==> src/rtl/score_keeper.sv <==
// score_keeper
// Game-session front end for the score recorder. Runs the play/death state
// machine, counts the live score as two BCD digits and emits a one-cycle
// slime_die pulse when the death delay expires. The recorder latches
// score_0/score_1 on that pulse.
//
// Optional build macro: SCORE_KEEPER_PAUSE_EN adds the pause input.
//
// Ports:
//   clk        system clock, rising edge
//   rst        asynchronous active-high reset
//   start      single-cycle request to begin a new game (IDLE/OVER only)
//   pass       single-cycle pulse, obstacle cleared, +1 point
//   collide    slime hit an obstacle (level or pulse)
//   pause      (SCORE_KEEPER_PAUSE_EN only) freeze PLAY/DYING while high
//   score_0    BCD ones digit, registered
//   score_1    BCD tens digit, registered
//   slime_die  one-cycle registered pulse on the first OVER cycle
//   playing    high in PLAY and DYING
//   game_over  high in OVER
module score_keeper #(
   parameter int unsigned DIE_DELAY = 4,   // 1..255
   parameter int unsigned MAX_TENS  = 9    // 0..9
) (
   input  logic       clk,
   input  logic       rst,
   input  logic       start,
   input  logic       pass,
   input  logic       collide,
`ifdef SCORE_KEEPER_PAUSE_EN
   input  logic       pause,
`endif
   output logic [3:0] score_0,
   output logic [3:0] score_1,
   output logic       slime_die,
   output logic       playing,
   output logic       game_over
);

   typedef enum logic [1:0] {IDLE, PLAY, DYING, OVER} state_t;

   localparam logic [7:0] CNT_LOAD = 8'(DIE_DELAY - 1);
   localparam logic [3:0] TENS_TOP = 4'(MAX_TENS);

   state_t     state;
   logic [7:0] cnt;
   logic       hold;

`ifdef SCORE_KEEPER_PAUSE_EN
   assign hold = pause;
`else
   assign hold = 1'b0;
`endif

   // playing/game_over are written alongside every state change so they
   // track the state register exactly without an extra cycle of lag.
   always_ff @(posedge clk or posedge rst) begin
      if (rst) begin
         state     <= IDLE;
         cnt       <= 8'd0;
         score_0   <= 4'd0;
         score_1   <= 4'd0;
         slime_die <= 1'b0;
         playing   <= 1'b0;
         game_over <= 1'b0;
      end else begin
         slime_die <= 1'b0;
         case (state)
            IDLE: begin
               if (start) begin
                  state   <= PLAY;
                  score_0 <= 4'd0;
                  score_1 <= 4'd0;
                  playing <= 1'b1;
               end
            end
            PLAY: begin
               if (!hold) begin
                  if (collide) begin
                     // collide wins over a simultaneous pass
                     state <= DYING;
                     cnt   <= CNT_LOAD;
                  end else if (pass) begin
                     if (score_0 != 4'd9) begin
                        score_0 <= score_0 + 4'd1;
                     end else if (score_1 < TENS_TOP) begin
                        score_0 <= 4'd0;
                        score_1 <= score_1 + 4'd1;
                     end
                     // else saturated: hold at MAX_TENS*10+9
                  end
               end
            end
            DYING: begin
               if (!hold) begin
                  if (cnt == 8'd0) begin
                     state     <= OVER;
                     slime_die <= 1'b1;
                     playing   <= 1'b0;
                     game_over <= 1'b1;
                  end else begin
                     cnt <= cnt - 8'd1;
                  end
               end
            end
            OVER: begin
               // start in the slime_die cycle is fine: the recorder samples
               // the old score on this same edge.
               if (start) begin
                  state     <= PLAY;
                  score_0   <= 4'd0;
                  score_1   <= 4'd0;
                  playing   <= 1'b1;
                  game_over <= 1'b0;
               end
            end
            default: begin
               state     <= IDLE;
               playing   <= 1'b0;
               game_over <= 1'b0;
            end
         endcase
      end
   end

endmodule

==> config.mk <==
export PLATFORM = sky130hd
export DESIGN_NAME = score_keeper
export DESIGN_NICKNAME = d
export VERILOG_FILES = /design/src/rtl/score_keeper.sv
export SDC_FILE = /design/constraint.sdc
export NUM_CORES = 1
export LEC_CHECK = 0
export CAP_MARGIN = 20
export CORE_MARGIN = 5
export CORE_UTILIZATION = 30
export DETAILED_ROUTE_END_ITERATION = 10
export PLACE_DENSITY = 0.48
export SETUP_SLACK_MARGIN = 0.5
export SLEW_MARGIN = 40
export SYNTH_ARGS = -nofsm -noshare
export SYNTH_HDL_FRONTEND = slang
export SYNTH_SLANG_ARGS = --single-unit
==> constraint.sdc <==
create_clock -name clk -period 3.25 [get_ports clk]
set_clock_uncertainty 0.1 [all_clocks]
set_input_delay 0.4875 -clock clk [delete_from_list [all_inputs] [get_ports clk]]
set_output_delay 0.4875 -clock clk [all_outputs]
set_load 0.01 [all_outputs]
==> results of run 1 <==
[sequential cells by signal, indices dropped and copies added, names as in the netlist]
| register | cells |
|---|---|
| state | 2 |
| game_over | 1 |
| playing | 1 |
| score_0 | 4 |
| cnt | 8 |
| slime_die | 1 |
| score_1 | 4 |
[how the worst max path moves through the flow]
stage | from | endpoint | slack, ns | cells past startpoint
finish | state[0]$_DFFE_PP0P_ | score_1[0]$_DFFE_PP0P_ | 0.96 | 6
global route | state[0]$_DFFE_PP0P_ | score_1[0]$_DFFE_PP0P_ | 0.76 | 6
CTS | state[0]$_DFFE_PP0P_ | score_1[0]$_DFFE_PP0P_ | 0.94 | 6
detailed placement | collide | score_0[2]$_DFFE_PP0P_ | 0.87 | 5
global placement | collide | score_0[0]$_DFFE_PP0P_ | 0.96 | 4
floorplan | cnt[2]$_DFFE_PP0P_ | cnt[4]$_DFFE_PP0P_ | 1.22 | 5
[logic make-up (layout without fill, tap and decap cells)]
logic type      Yosys count  in the layout  synth area share
simple gates             49             49             0.184
compound gates           40             40             0.220
flops                    21             21             0.396
buf+inv                  21             33            0.0660
fa+ha+maj                10             10            0.0943
mux                       5              5            0.0405
[synth_stat cells (all sizes together), types with 2 or more instances]
cell,count
clkbuf,4
or4,2
and3,3
a21oi,6
a31oi,7
o2bb2ai,2
nand4,2
nand2,10
nand3,5
nor2,15
nor4,2
nand3b,2
o21ai,6
mux2i,2
mux2,3
nand2b,5
dfrtp,21
o31ai,2
inv,14
ha,10
buf,3
a41o,5
[power groups by stage]
stage | clock [mW] | sequential, mW | combinational, mW
3_3_place_gp | 0 | 0.470 | 0.800
6_report | 0.179 | 0.467 | 0.810
5_1_grt | 0.199 | 0.489 | 0.914
4_1_cts | 0.189 | 0.469 | 0.816
2_1_floorplan | 0 | 0.457 | 0.617
3_5_place_dp | 0 | 0.472 | 0.813
[routing by layer]
layer | part of all wire | wire length, um | track usage | vias up
li1 | - | - | - | 553
met1 | 0.51 | 1500 | 0.143 | 511
met2 | 0.44 | 1280 | 0.152 | 21
met3 | 0.040 | 117 | 0.0296 | 4
met4 | 0.011 | 31 | 0.0315 | 0
met5 | 0 | 0 | 0 | -
[through the flow]
step / total power [mW] / std cells
global placement: 1.27 / 206
global route: 1.60 / 210
finish: 1.46 / 210
CTS: 1.47 / 210
floorplan: 1.07 / 146
detailed placement: 1.28 / 206
[cell type report]
| cell class | count | area [um^2] | share of cell area |
|---|---|---|---|
| Clock buffer | 4 | 45.0 | 0.0290 |
| Multi-Input combinational cell | 104 | 714 | 0.460 |
| Timing Repair Buffer | 15 | 150 | 0.0967 |
| Tap cell | 52 | 65.1 | 0.0419 |
| Inverter | 14 | 52.6 | 0.0338 |
| Sequential cell | 21 | 526 | 0.338 |
[tightest hold or removal path, cell delays in order (launching register included)]
cell	delay (ns)
dfrtp_1	0.37
nand2_1	0.05
o21ai_0	0.06
==> out/metrics.yaml, run 1 <==
path_max_fanout: 12
synth_top_cell_area_share: 0.396
end_kind: "register"
path_cells: "inv_1 -> ha_1 -> nor2b_1 -> a311oi_1 -> nand2_1 -> mux2_2"
p_int_mw: 0.804
drv_cap: 0
p_per_area_nw_per_um2: 938
finalWeightedCongestion: 0.759
post-dp-hpwl_mm: 2.15
antenna_found_initial: 0
cts.sinks: 21
critPathKind: "reg2reg"
worstPathRequired_ns: 3.30
area_growth_pct: 17.0
routed_wl_mm: 2.92
synth_largest_area_cell: "dfrtp_1"
path_buf_inv: 1
clkLatencyLatePin_ns: 0.26
yosysWarnings: 0
grt_first_pass_wirelength_mm: 4.94
synth_nets: 161
antennaDiodeCount: 0
cts_root_buf: "clkbuf_8"
start_util: 0.307
syn_inst: 146
hp-start: "game_over$_DFFE_PP0P_"
globalRoute.totalOverflow: 0
clk_path_buf_depth: 2
grt_usage: 0.103
synth_edf_count: 0
final_core_util: 0.359
drcViolationCount: 0
holdWs_ns: 0.412
status: "completed"
maxSlewViolCount: 0
worstHoldPathType: "reg2reg"
place_area_um2: 1510
grt_setup_unrepaired: "false"
fin_crit_sh: 0.705
peakVddDrop_v: 0.000365
core_um2: 4320
ant_nets: 0
place_ws_ns: 0.873
period_needed_ns: 2.29
die_x_um: 76.5
clk_pin_slew_ns: 0.08
final_cell_mix: "21 x dfrtp_1, 15 x nor2_1, 15 x clkdlybuf4s50_1, 13 x inv_1"
p_switching_mw: 0.652
switching_share: 0.448
post_cts_buffers: 0
crit_family: "adder cells"
async_flop_share: 1.00
grt_max_degree: 22
vias: 1089
cp_slowest_cell: "ha_1"
synth_seq_cells: 21
cts_buffers: 3
r2r-start: "state[0]$_DFFE_PP0P_"
layout_commonest_cell: "dfrtp_1"
cpPeakStageDelay_ns: 0.45
synth_area_leaders: "dfrtp_1 40%, ha_1 9.4%, nor2_1 4.2%"
finalHoldViolations: 0
r2r-end: "score_1[0]$_DFFE_PP0P_"
drt_iter0_markers: 90
relSlewSlack: 0.510
wire_per_inst_um: 13.9
fp.dieH_um: 76.5
final_area_um2: 1550
setup_tns_ns: 0
ys_seq_area_frac: 0.396
cts_tree: "yes"
ff2ff_setup_slack_ns: 0.96
dieArea_um2: 5860
nets: 174
worstHoldEndpoint: "game_over$_DFFE_PP0P_"
synthesis.area_um2: 1330
setup_viol: 0
cts_resized: 0
min_path_cells: 2
cp-start-kind: "register"
viasPerCell: 5.19
fmax_mhz: 436
worstMarginPinSlew_ns: 0.716
h-tree-depth: 1
pin_count: 16
drtPass1Iterations: 4
cts_hold_buf: 0
cp.arrival_ns: 2.34
synth_ff_type: "dfrtp_1"
drive_above_1_share: 0.0506
fill_cells: 455
avgSynthCellArea_um2: 9.09
io_buffers: 15
row_count: 24
grt_pass1_vias: 1041
seq_power_share: 0.321
p_leak_nw: 0.716
r2r_cells: 6
ys_types: 40
pwr-share-comb: 0.556
clockPowerShare: 0.123
timing.final.ws_setup_ns: 0.957
(Power assumes the default switching activity.)
==> run 2: changes to the inputs <==
Settings changed: PLACE_DENSITY 0.48 to 0.5.
Clock period 3.25 ns to 1.9 ns, I/O delays scaled along.
==> out/metrics.yaml, run 2 (synthesized netlist as in run 1, its figures left out) <==
antenna_found_initial: 0  # unchanged
routed_wl_mm: 3.79  # +29%
timing.final.ws_setup_ns: -0.0100  # -0.968 ns
grt_pass1_vias: 1332  # +28%
globalRoute.totalOverflow: 0  # unchanged
grt_first_pass_wirelength_mm: 6.21  # +26%
grt_usage: 0.128  # +0.0254
drive_above_1_share: 0.400  # +0.349
drcViolationCount: 0  # unchanged
post-dp-hpwl_mm: 2.49  # +16%
cts_tree: "yes"
pin_count: 16  # unchanged
wire_per_inst_um: 14.7  # +5.8%
period_needed_ns: 1.91  # -0.382 ns
critPathKind: "reg2reg"
peakVddDrop_v: 0.000815  # +120%
viasPerCell: 5.21  # +0.40%
seq_area_um2: 531  # +0.95%
clkLatencyLatePin_ns: 0.27  # about the same
regMostFlops: "cnt"
start_util: 0.307  # unchanged
clk_path_buf_depth: 2  # unchanged
maxSlewViolCount: 0  # unchanged
path_max_fanout: 6  # -6
final_cell_mix: "35 x buf_4, 17 x dfrtp_1, 15 x nor2_1, 11 x inv_1, 9 x nand2_1"
dieArea_um2: 5860  # unchanged
cts_buffers: 3  # unchanged
clk_pin_slew_ns: 0.09  # about the same
h-tree-depth: 1  # unchanged
cts.sinks: 21  # unchanged
cp.arrival_ns: 1.97  # -0.37 ns
io_buffers: 15  # unchanged
p_leak_nw: 1.03  # +43%
worstMarginPinSlew_ns: 0.473  # -0.243 ns
worstPathRequired_ns: 1.96  # -1.34 ns
nets: 221  # +27%
status: "finished with violations"
cts_hold_buf: 0  # unchanged
fill_cells: 419  # -7.9%
p_per_area_nw_per_um2: 1790  # +91%
grt_setup_unrepaired: "true"
cp_slowest_cell: "or4_4"
row_count: 24  # unchanged
antennaDiodeCount: 0  # unchanged
path_cells: "or4_4 -> o41a_1 -> a41o_1"
drtPass1Iterations: 4  # unchanged
fp.dieH_um: 76.5  # unchanged
fmax_mhz: 524  # +20%
ant_nets: 0  # unchanged
largest_register_ffs: 8  # unchanged
cts_root_buf: "clkbuf_8"
core_um2: 4320  # unchanged
final_core_util: 0.488  # +0.128
drv_cap: 0  # unchanged
area_growth_pct: 58.8
worstHoldPathType: "in2async"
setup_viol: 4  # +4
biggestRegsByFlops: "cnt (8), score_0 (4), score_1 (4)"
drt_iter0_markers: 95  # +5.6%
fin_crit_sh: 1.01  # +0.300
violations: "negative setup slack"
cp-start-kind: "register"
multi_input_area_um2: 881  # +23%
end_kind: "register"
relSlewSlack: 0.685  # +0.174
setup_tns_ns: -0.0320  # -0.0320 ns
finalWeightedCongestion: 0.778  # +2.6%
finalHoldViolations: 0  # unchanged
grt_max_degree: 22  # unchanged
cpPeakStageDelay_ns: 0.59  # +0.14 ns
layout_commonest_cell: "buf_4"
die_x_um: 76.5  # unchanged
vias: 1338  # +23%
## run 2: final cells by class
cell class | count | area share
multi-input combinational | 105 | 0.418
tap | 52 | 0.0309
clock buffer | 3 | 0.0196
inverter | 14 | 0.0249
timing repair buffer | 61 | 0.253
sequential | 21 | 0.252
clock inverter | 1 | 0.00237
## run 2: path summary, 6_finish.rpt
check / cells past startpoint / slack, ns / to / from
worst max-delay path: 3 / -0.01 / cnt[5]$_DFFE_PP0P_ / cnt[2]$_DFFE_PP0P_
worst max register to register: 3 / -0.01 / cnt[5]$_DFFE_PP0P_ / cnt[2]$_DFFE_PP0P_
min in group clk: 2 / 0.41 / game_over$_DFFE_PP0P_ / game_over$_DFFE_PP0P_
max in group asynchronous: 3 / 1.21 / score_0[0]$_DFFE_PP0P_ / rst
worst min register to register: 2 / 0.41 / game_over$_DFFE_PP0P_ / game_over$_DFFE_PP0P_
worst min-delay path: 3 / 0.24 / cnt[3]$_DFFE_PP0P_ / rst
## run 2: what timing repair did
item,CTS,global route
resized for setup,33,20
pin swaps,10,10
setup buffers,14,10
gates cloned,0,1
endpoints found under the setup margin,32,26
## run 2: layer usage
metal / part of all wire / GRT usage
met5: 0 / 0
met1: 0.43 / 0.145
met2: 0.52 / 0.231
met4: 0.012 / 0.0332
met3: 0.035 / 0.0378
## run 2: through the flow
step	hold slack (ns)	cell area, um^2	setup slack, ns	total power [mW]	cells
6_report	0.244	2110	-0.0100	3.77	257
2_1_floorplan	0.161	1410	-0.0198	2.08	146
3_5_place_dp	0.398	1740	-0.191	2.78	228
5_1_grt	0.296	2110	-0.114	4.06	257
3_3_place_gp	0.394	1740	-0.118	2.72	228
4_1_cts	0.254	1960	-0.0222	3.49	246
## run 2: worst max-delay path, delay by kind of cell, from the launching register on
family	cells	cell delay (ns)
AND/OR/NAND/NOR	1	0.59
flip-flops	1	0.40
AO/OA/AOI/OAI	2	0.72
## run 2: power by group
group | total (mW) | switching (mW) | leakage, nW | internal (mW)
sequential | 0.800 | 0.183 | 0.264 | 0.617
clock | 0.314 | 0.167 | 0.0255 | 0.147
combinational | 2.65 | 1.21 | 0.736 | 1.44
total | 3.77 | 1.56 | 1.03 | 2.21
==> run 3: changes to the inputs <==
Settings changed: CORE_UTILIZATION 30 to 56, DONT_BUFFER_PORTS set to 1, PLACE_DENSITY 0.5 to 0.74.
==> out/metrics.yaml, run 3 (synthesized netlist as in run 1, its figures left out) <==
status: "finished with violations"
violations: "negative setup slack"
vias: 1267  # -5.3%
fin_crit_sh: 1.03  # +0.0220
maxSlewViolCount: 0  # unchanged
cts_buffers: 3  # unchanged
io_buffers: 0  # -15
setup_viol: 7  # +3
cp.arrival_ns: 2.11  # +0.14 ns
grt_usage: 0.218  # +0.0902
die_x_um: 58.7  # -23%
crit_family: "simple AND/OR/NAND/NOR gates"
p_int_mw: 2.00  # -9.3%
grt_pass1_vias: 1226  # -8.0%
final_area_um2: 1860  # -12%
worstMarginPinSlew_ns: 0.475  # +0.00244 ns
multi_input_area_um2: 935  # +6.1%
clockPowerShare: 0.063  # -0.020
clk_path_buf_depth: 2  # unchanged
p_leak_nw: 0.863  # -16%
cts.sinks: 21  # unchanged
post-dp-hpwl_mm: 2.26  # -9.3%
clk_pin_slew_ns: 0.13  # +0.04 ns
drv_cap: 0  # unchanged
holdWs_ns: 0.0294  # -0.215 ns
start_util: 0.594  # +0.287
area_growth_pct: 39.8
p_per_area_nw_per_um2: 1930  # +8.0%
relSlewSlack: 0.683  # -0.00162
drive_above_1_share: 0.385  # -0.0149
end_kind: "register"
worstPathRequired_ns: 2.06  # +0.10 ns
grt_setup_unrepaired: "true"
drcViolationCount: 0  # unchanged
regMostFlops: "cnt"
nets: 190  # -14%
dieArea_um2: 3440  # -41%
antenna_found_initial: 0  # unchanged
grt_max_degree: 22  # unchanged
p_switching_mw: 1.58  # +1.2%
worstHoldPathType: "in2reg"
critPathKind: "reg2reg"
cp-start-kind: "register"
fp.dieH_um: 58.7  # -23%
dp_cells: 184  # -19%
antennaDiodeCount: 0  # unchanged
switching_share: 0.441  # +0.0268
period_needed_ns: 1.95  # +0.0418 ns
grt_first_pass_wirelength_mm: 5.67  # -8.7%
finalPower_mw: 3.58  # -4.9%
globalRoute.totalOverflow: 0  # unchanged
cp_slowest_cell: "or4_4"
cts_tree: "yes"
fmax_mhz: 512  # -2.1%
viasPerCell: 6.27  # +20%
drtPass1Iterations: 4  # unchanged
stdcell_count: 202  # -21%
row_count: 17  # -29%
h-tree-depth: 1  # unchanged
pin_count: 16  # unchanged
path_max_fanout: 5  # -1
finalWeightedCongestion: 0.848  # +9.0%
peakVddDrop_v: 0.00122  # +50%
place_ws_ns: -0.0686  # +0.122 ns
routed_wl_mm: 3.63  # -4.0%
path_cells: "or4_4 -> buf_12 -> or4_1 -> a21oi_1"
largest_register_ffs: 8  # unchanged
final_cell_mix: "19 x dfrtp_1, 19 x buf_4, 15 x nor2_1, 10 x inv_1, 9 x nand2_1"
fill_cells: 123  # -71%
drt_iter0_markers: 79  # -17%
core_um2: 2230  # -48%
clkLatencyLatePin_ns: 0.32  # +0.05 ns
biggestRegsByFlops: "cnt (8), score_0 (4), score_1 (4)"
cts_root_buf: "clkbuf_4"
timing.final.ws_setup_ns: -0.0518  # -0.0418 ns
ant_nets: 0  # unchanged
path_buf_inv: 1  # +1
seq_area_um2: 528  # -0.47%
wire_per_inst_um: 18.0  # +22%
pwr-share-comb: 0.708  # +0.004
cpPeakStageDelay_ns: 0.60  # about the same
seq_power_share: 0.229  # +0.017
finalHoldViolations: 0  # unchanged
place_area_um2: 1510  # -13%
[run 3: cell types whose count changed in the layout (fill, tap and decap cells not counted), sizes merged]
cell / previous run / this run
dlygate4sd3: 0 / 1
clkdlybuf4s50: 3 / 0
clkdlybuf4s15: 1 / 0
buf: 46 / 29
dlygate4sd2: 8 / 0
clkbuf: 6 / 3
[run 3: routing by layer]
layer | GRT usage | share of wire
met1 | 0.261 | 0.41
met2 | 0.376 | 0.52
met3 | 0.0482 | 0.048
met4 | 0.0906 | 0.022
met5 | 0 | 0
[run 3: metrics by stage]
step / TNS, ns / utilization
after floorplan: -0.0358 / -
after global placement: -0.0746 / 0.675
after detailed placement: -0.392 / 0.675
after CTS: 0 / 0.748
after global routing: -0.878 / 0.831
final: -0.259 / 0.831
[run 3: layout make-up]
| type | instances | share of cell area |
|---|---|---|
| Inverter | 14 | 0.0283 |
| Tap cell | 28 | 0.0189 |
| Sequential cell | 21 | 0.285 |
| Clock buffer | 3 | 0.0121 |
| Timing Repair Buffer | 30 | 0.150 |
| Clock inverter | 1 | 0.00270 |
| Multi-Input combinational cell | 105 | 0.504 |
[run 3: power by group through the flow]
stage / Clock (mW) / Combinational [mW] / Sequential (mW)
global route: 0.257 / 2.74 / 0.847
floorplan: 0 / 1.29 / 0.795
global placement: 0 / 1.63 / 0.788
detailed placement: 0 / 1.70 / 0.795
finish: 0.227 / 2.54 / 0.819
CTS: 0.231 / 1.98 / 0.796
[run 3: final timing paths]
| check | start | end | slack [ns] | cells after the start |
|---|---|---|---|---|
| setup / recovery | cnt[5]$_DFFE_PP0P_ | cnt[6]$_DFFE_PP0P_ | -0.05 | 4 |
| hold / removal | start | playing$_DFFE_PP0P_ | 0.03 | 2 |
| setup reg to reg | cnt[5]$_DFFE_PP0P_ | cnt[6]$_DFFE_PP0P_ | -0.05 | 4 |
| hold reg to reg | game_over$_DFFE_PP0P_ | game_over$_DFFE_PP0P_ | 0.48 | 2 |
| max in group asynchronous | rst | score_0[0]$_DFFE_PP0P_ | 1.12 | 3 |
| min in group asynchronous | rst | score_1[0]$_DFFE_PP0P_ | 0.33 | 3 |
[run 3: repair_timing]
item / CTS / global route
resized for setup: 18 / 25
setup endpoints to repair: 21 / 21
setup buffers: 5 / 7
hold endpoints to repair: 21 / 0
hold buffers: 1 / 0
gates cloned: 1 / 0
pin swaps: 12 / 17
